[src/rtl/segment7_scan.sv]
// Four-digit time-multiplexed scan controller for a common-anode 7-segment display.
// The shown value is swapped only at frame boundaries, and each digit slot opens with a dark blanking interval.
module segment7_scan #(
  parameter int REFRESH_DIV  = 50000,
  parameter int BLANK_CYCLES = 1000
) (
  input  logic        clk,
  input  logic        rst_n,
  input  logic [15:0] value,
  input  logic        load,
  input  logic        lz_blank,
  output logic [3:0]  digit_data,
  output logic        digit_en,
  output logic [3:0]  an,
  output logic        frame_done
);

  localparam int DIV_W = (REFRESH_DIV > 1) ? $clog2(REFRESH_DIV) : 1;
  localparam logic [DIV_W-1:0] DIV_LAST  = DIV_W'(REFRESH_DIV - 1);
  localparam logic [DIV_W-1:0] BLANK_END = DIV_W'(BLANK_CYCLES);

  logic [DIV_W-1:0] div, div_nxt;
  logic [1:0]       idx, idx_nxt;
  logic [15:0]      shadow, shadow_nxt;
  logic [15:0]      pending, pending_nxt;
  logic             pend, pend_nxt;
  logic             wrap, boundary, lit_nxt;
  logic [3:0]       an_nxt, data_nxt;

  function automatic logic suppressed(input logic [1:0] k, input logic [15:0] s,
                                      input logic lz);
    logic upper_zero;
    case (k)
      2'd1:    upper_zero = (s[15:4] == 12'h000);
      2'd2:    upper_zero = (s[15:8] == 8'h00);
      2'd3:    upper_zero = (s[15:12] == 4'h0);
      default: upper_zero = 1'b0;
    endcase
    return lz && upper_zero;
  endfunction

  function automatic logic [3:0] nibble(input logic [1:0] k, input logic [15:0] s);
    logic [3:0] n;
    case (k)
      2'd0:    n = s[3:0];
      2'd1:    n = s[7:4];
      2'd2:    n = s[11:8];
      default: n = s[15:12];
    endcase
    return n;
  endfunction

  // Outputs are decoded from the next counter/shadow state so they land on the same edge.
  always_comb begin
    wrap        = (div == DIV_LAST);
    div_nxt     = wrap ? '0 : div + 1'b1;
    idx_nxt     = wrap ? idx + 2'd1 : idx;
    boundary    = wrap && (idx == 2'd3);
    shadow_nxt  = shadow;
    pending_nxt = load ? value : pending;
    pend_nxt    = load | pend;
    if (boundary) begin
      if (load)      shadow_nxt = value;
      else if (pend) shadow_nxt = pending;
      pend_nxt = 1'b0;
    end
    lit_nxt  = (div_nxt >= BLANK_END) && !suppressed(idx_nxt, shadow_nxt, lz_blank);
    data_nxt = nibble(idx_nxt, shadow_nxt);
    an_nxt   = lit_nxt ? ~(4'b0001 << idx_nxt) : 4'b1111;
  end

  always_ff @(posedge clk or negedge rst_n) begin
    if (!rst_n) begin
      div        <= '0;
      idx        <= 2'd0;
      shadow     <= 16'h0000;
      pending    <= 16'h0000;
      pend       <= 1'b0;
      digit_data <= 4'h0;
      digit_en   <= 1'b0;
      an         <= 4'b1111;
      frame_done <= 1'b0;
    end else begin
      div        <= div_nxt;
      idx        <= idx_nxt;
      shadow     <= shadow_nxt;
      pending    <= pending_nxt;
      pend       <= pend_nxt;
      digit_data <= data_nxt;
      digit_en   <= lit_nxt;
      an         <= an_nxt;
      frame_done <= boundary;
    end
  end

endmodule
[config.mk]
export PLATFORM = sky130hd
export DESIGN_NAME = segment7_scan
export DESIGN_NICKNAME = d
export VERILOG_FILES = /design/src/rtl/segment7_scan.sv
export SDC_FILE = /design/constraint.sdc
export NUM_CORES = 1
export LEC_CHECK = 0
export CAP_MARGIN = 10
export CORE_ASPECT_RATIO = 1.5
export CORE_MARGIN = 2
export CORE_UTILIZATION = 45
export DETAILED_ROUTE_END_ITERATION = 7
export PLACE_DENSITY = 0.66
export SLEW_MARGIN = 20
export SYNTH_ARGS = -nofsm -noshare
export SYNTH_HDL_FRONTEND = slang
export SYNTH_SLANG_ARGS = --single-unit
[constraint.sdc]
create_clock -name clk -period 6.5 [get_ports clk]
set_input_delay 1.3 -clock clk [delete_from_list [all_inputs] [get_ports clk]]
set_output_delay 1.3 -clock clk [all_outputs]
set_load 0.02 [all_outputs]
Word level (Yosys, flattened, before mapping) --
Index checks and enable logic that the tools add are counted. Widths: inputs -> output; s select.
Storage, ports and cells: flip-flop bits (word level) 61, word-level logic and storage cells 37, input port bits 20, output and inout port bits 10
Cells by class: bitwise operators 2, mux-type cells 9, shift-type cells 1, magnitude comparators 1, reduce and logical (&&, ||, !) cells 8, add/subtract/negate cells 2, equal/unequal tests 5
Operators with widths (count):
- $mux 16 | 4
- $add 16x1->16 const B | 1
- $eq 16x16->1 const B | 1
- $ge 16x10->1 const B | 1
- $logic_not 12->1 | 1
- $pmux 4 s3 | 1
- $logic_not 8->1 | 1
- $eq 2x2->1 const B | 3
- $logic_not 4->1 | 1
- $mux 4 | 1
- $not 4->4 | 1
- $shl 1x2->4 const A | 1
- $logic_and 1x1->1 | 3
- $pmux 1 s3 | 1
- $add 2x1->2 const B | 1
- $eq 2x1->1 const B | 1
- $logic_not 2->1 | 1
- $mux 2 | 1
- $logic_not 1->1 | 1
- $mux 1 | 1
- $or 1x1->1 | 1

Logic depth before layout (Yosys ltp) --
depth in word-level cells 9, depth in mapped cells 10, mapped depth without buffers 8

Worst setup path after synthesis --
OpenSTA, ideal clock, no wires.
kind input -> register, start in load, end reg digit_en, arrival time 2979 ps, data required time 6381 ps, setup slack 3403 ps, buffers on the path 1, library setup time 119 ps, stages on the path 7, cells stage by stage clkbuf_1 -> nor2_1 -> a32oi_1 -> o211ai_1 -> or4_1 -> o21a_1 -> o21a_1
Between the ends: word-level cells in the longest chain between the ends 7, elaborated cells between the ends (all ways) 9, those cells by class 3 x mux; 6 x reduce/logical
RTL lines:
- from (decl) | line 10 | input logic load,
- $mux 16 | line 63 | if (load) shadow_nxt = value;
- $mux 16 | line 62 | if (boundary) begin
- named net shadow_nxt[6] | line 24 | logic [15:0] shadow, shadow_nxt;
- $logic_not 12->1 | line 34 | 2'd1: upper_zero = (s[15:4] == 12'h000);
- $pmux 1 s3 | line 33 | case (k)
- $logic_and 1x1->1 | line 39 | return lz && upper_zero;
- $logic_not 1->1 | line 67 | lit_nxt = (div_nxt >= BLANK_END) && !suppressed(idx_nxt, shadow_nxt, lz_blank);
- $logic_and 1x1->1 | line 67
- named net lit_nxt | line 27 | logic wrap, boundary, lit_nxt;
- to (signal assigned) | line 90 | digit_en <= lit_nxt;
- to (decl) | line 13 | output logic digit_en,
The timed path passes the listed nets, and every way through them passes these cells. A chain may end at the register's enable or synchronous reset.

Worst setup path after layout --
Same ends and word-level chain as after synthesis.

==> impl_metrics.json <==
{
  "grt_use_met2_pct": 31.1,
  "yosysUniqueCellTypes": 44,
  "cp_cell_sequence": "clkdlybuf4s50_1 > buf_4 > nor2b_1 > a32oi_1 > o211ai_1 > or4_1 > o21a_1 > o21a_1",
  "hold_slack_ns": 0.494,
  "placed_cells": 348,
  "met3_usage_pct": 4.37,
  "numCtsBuffers": 9,
  "end_kind": "flip-flop",
  "start_util_pct": 46.1,
  "syn_avg_cell_area_um2": 11.0,
  "sw_frac_of_total_pct": 21.4,
  "switchingPower_mw": 0.168,
  "crit_top_cell": "o21a_1",
  "io_buffer_count": 29,
  "vdd_drop_max_v": 0.000135,
  "max_freq_mhz": 297,
  "drc": 0,
  "antenna_found_initial": 0,
  "grt_pass1_wl_um": 9510,
  "syn_area_um2": 2780,
  "clockPowerShare_pct": 45.0,
  "synth_warnings": 0,
  "grt_pass1_vias": 2072,
  "crit_arrival_ns": 3.58,
  "finalSetupViolCount": 0,
  "h-tree-depth": 3,
  "final-hold-violation-count": 0,
  "grt_start_max_net_pins": 62,
  "crit_buf_inv": 2,
  "path_clk_slew_ns": 0.06,
  "vias_per_cell": 5.48,
  "core_um2": 6040,
  "clockBufferDepth": 2,
  "finalSetupTns_ns": 0,
  "min_period_ns": 3.36,
  "final_nets": 307,
  "gp_routability_congestion": 0.808,
  "rsz0062_at_grt": "no",
  "worstSkewPairLatency_ns": 0.34,
  "drtIter0Drc": 165,
  "finish.utilization_pct": 55.2,
  "postCtsHoldBufs": 0,
  "critPathKind": "input port to flip-flop",
  "dieArea_um2": 6840,
  "crit_path_start_kind": "input port",
  "instances_no_fill": 364,
  "fp-row-count": 35,
  "fin_crit_sh_pct": 51.7,
  "worst_slew_pin_slew_ns": 0.990,
  "area_growth_syn_to_layout_pct": 19.7,
  "cts_tree": "yes",
  "critPathMaxStageDelay_ns": 0.57,
  "synth_seq_cells": 61,
  "die_width_um": 68.2,
  "slew_headroom_pct": 33.5,
  "grt-ovfl-total": 0,
  "cp_max_fo": 29,
  "finClkSkew_ns": 0.0115,
  "drt-wirelength-per-cell_um": 15.4,
  "powerDensity_nw_per_um2": 235,
  "grtUsageTotal_pct": 18.5,
  "pwr-share-comb_pct": 4.8,
  "grt.busiest_layer": "met2",
  "pwr-share-seq_pct": 50.2,
  "synth.net_count": 275,
  "finalPower_mw": 0.783,
  "drtAntennaViolNets": 0,
  "leakagePower_nw": 1.50,
  "status": "finished clean",
  "cts_resized": 0,
  "post-cts-setup-buffers": 0,
  "clock-sinks": 61,
  "slew_viol_final": 0,
  "io_pins": 30,
  "root_buffer": "clkbuf_8",
  "internal-power_mw": 0.616,
  "antenna_cells": 0,
  "routed_wl_um": 5600,
  "dieHeight_um": 100,
  "route.vias.total": 1996,
  "synthCells": 253,
  "yosysSeqAreaShare_pct": 55.0,
  "hp-class": "flip-flop to flip-flop",
  "maxCapViolCount": 0,
  "required_ns": 6.72,
  "hpwl_um": 3850,
  "drt_first_pass_iters": 4,
  "layout_commonest_cell": "dfrtp_1",
  "drive_above_1_share_pct": 14.5,
  "cp_slowest_cell": "or4_1",
  "critPathTopFamily": "simple AND/OR/NAND/NOR gates",
  "use_met1_pct": 21.8,
  "layout_common_cells": "dfrtp_1, nand2_1, clkdlybuf4s50_1"
}
==> cells in the mapped netlist, drive strengths merged <==
cell     number  share of area (%)
dfrtp        57                 51
nand2        37                5.0
nor2         16                2.2
mux2         13                5.4
o21ai        11                2.4
inv          10                1.3
nand3        10                1.8
o211ai        9                2.4
a32oi         8                2.5
xnor2         8                2.5
nand4         7                1.8
and3          5                1.1
and4          5                1.6
buf           5                1.3
clkbuf        5               0.67
xor2          5                1.6
a31oi         4               0.90
dfstp         4                3.8
mux2i         4                1.4
a21o          3               0.81
nor2b         3               0.67
a21oi         2               0.36
ha            2               0.90
nor3b         2               0.54
nor4          2               0.99
o2111ai       2               0.63
o21a          2               0.54
or4           2               0.54
a211oi        1               0.27
a22oi         1               0.27
and4b         1               0.49
and4bb        1               0.58
clkinv        1               0.13
nand2b        1               0.22
nor3          1               0.36
o311ai        1               0.31
or2           1               0.22
or3           1               0.22
==> power by group through the flow <==
| stage | sequential (mW) | combinational, mW | clock [mW] |
|---|---|---|---|
| finish | 0.394 | 0.0373 | 0.353 |
| global route | 0.394 | 0.0425 | 0.378 |
| CTS | 0.394 | 0.0385 | 0.359 |
| detailed placement | 0.401 | 0.0381 | 0 |
| global placement | 0.401 | 0.0374 | 0 |
| floorplan | 0.400 | 0.0145 | 0 |
==> final timing paths <==
check,start,end,slack (ns),cells past startpoint
min reg2reg,div[0],div[0],0.49,1
min,div[0],div[0],0.49,1
max in group asynchronous,rst_n,div[6],4.87,2
min in group asynchronous,rst_n,pending[7],1.12,2
max,load,digit_en,3.14,8
max reg2reg,div[10],an[1],3.20,7
==> layout make-up <==
| class | instances | area (µm²) |
|---|---|---|
| clock buffer | 13 | 169 |
| clock inverter | 3 | 42.5 |
| fill | 541 | 2710 |
| inverter | 11 | 41.3 |
| multi-input combinational | 171 | 1160 |
| sequential | 61 | 1530 |
| tap | 74 | 92.6 |
| timing repair buffer | 31 | 300 |
==> flip-flops by register name, summed over array words and instances, names as in the netlist <==
signal	cells
frame_done	1
pending	16
shadow	16
an	4
pend	1
digit_data	4
digit_en	1
div	16
idx	2
==> metrics by stage <==
stage,setup slack (ns),area (µm²)
after floorplan,3.40,2780
final,3.14,3330
after global placement,2.83,3120
after CTS,3.15,3330
after detailed placement,2.80,3120
after global routing,2.79,3330
==> metal layers <==
| metal | vias to the layer above | part of all wire, % |
|---|---|---|
| met5 | - | 0 |
| met4 | 0 | 2.1 |
| met3 | 9 | 3.6 |
| met2 | 42 | 52 |
| met1 | 976 | 42 |
| li1 | 969 | - |
==> kinds of logic after synthesis <==
family          count (synthesis)  share of synthesized area (%)
simple gates                   95                           18.3
mux                            17                           6.83
fa+ha+maj                       2                          0.899
buf+inv                        21                           3.46
flops                          61                           55.0
compound gates                 44                           11.4
xor+xnor                       13                           4.09
(Power assumes the default switching activity.)
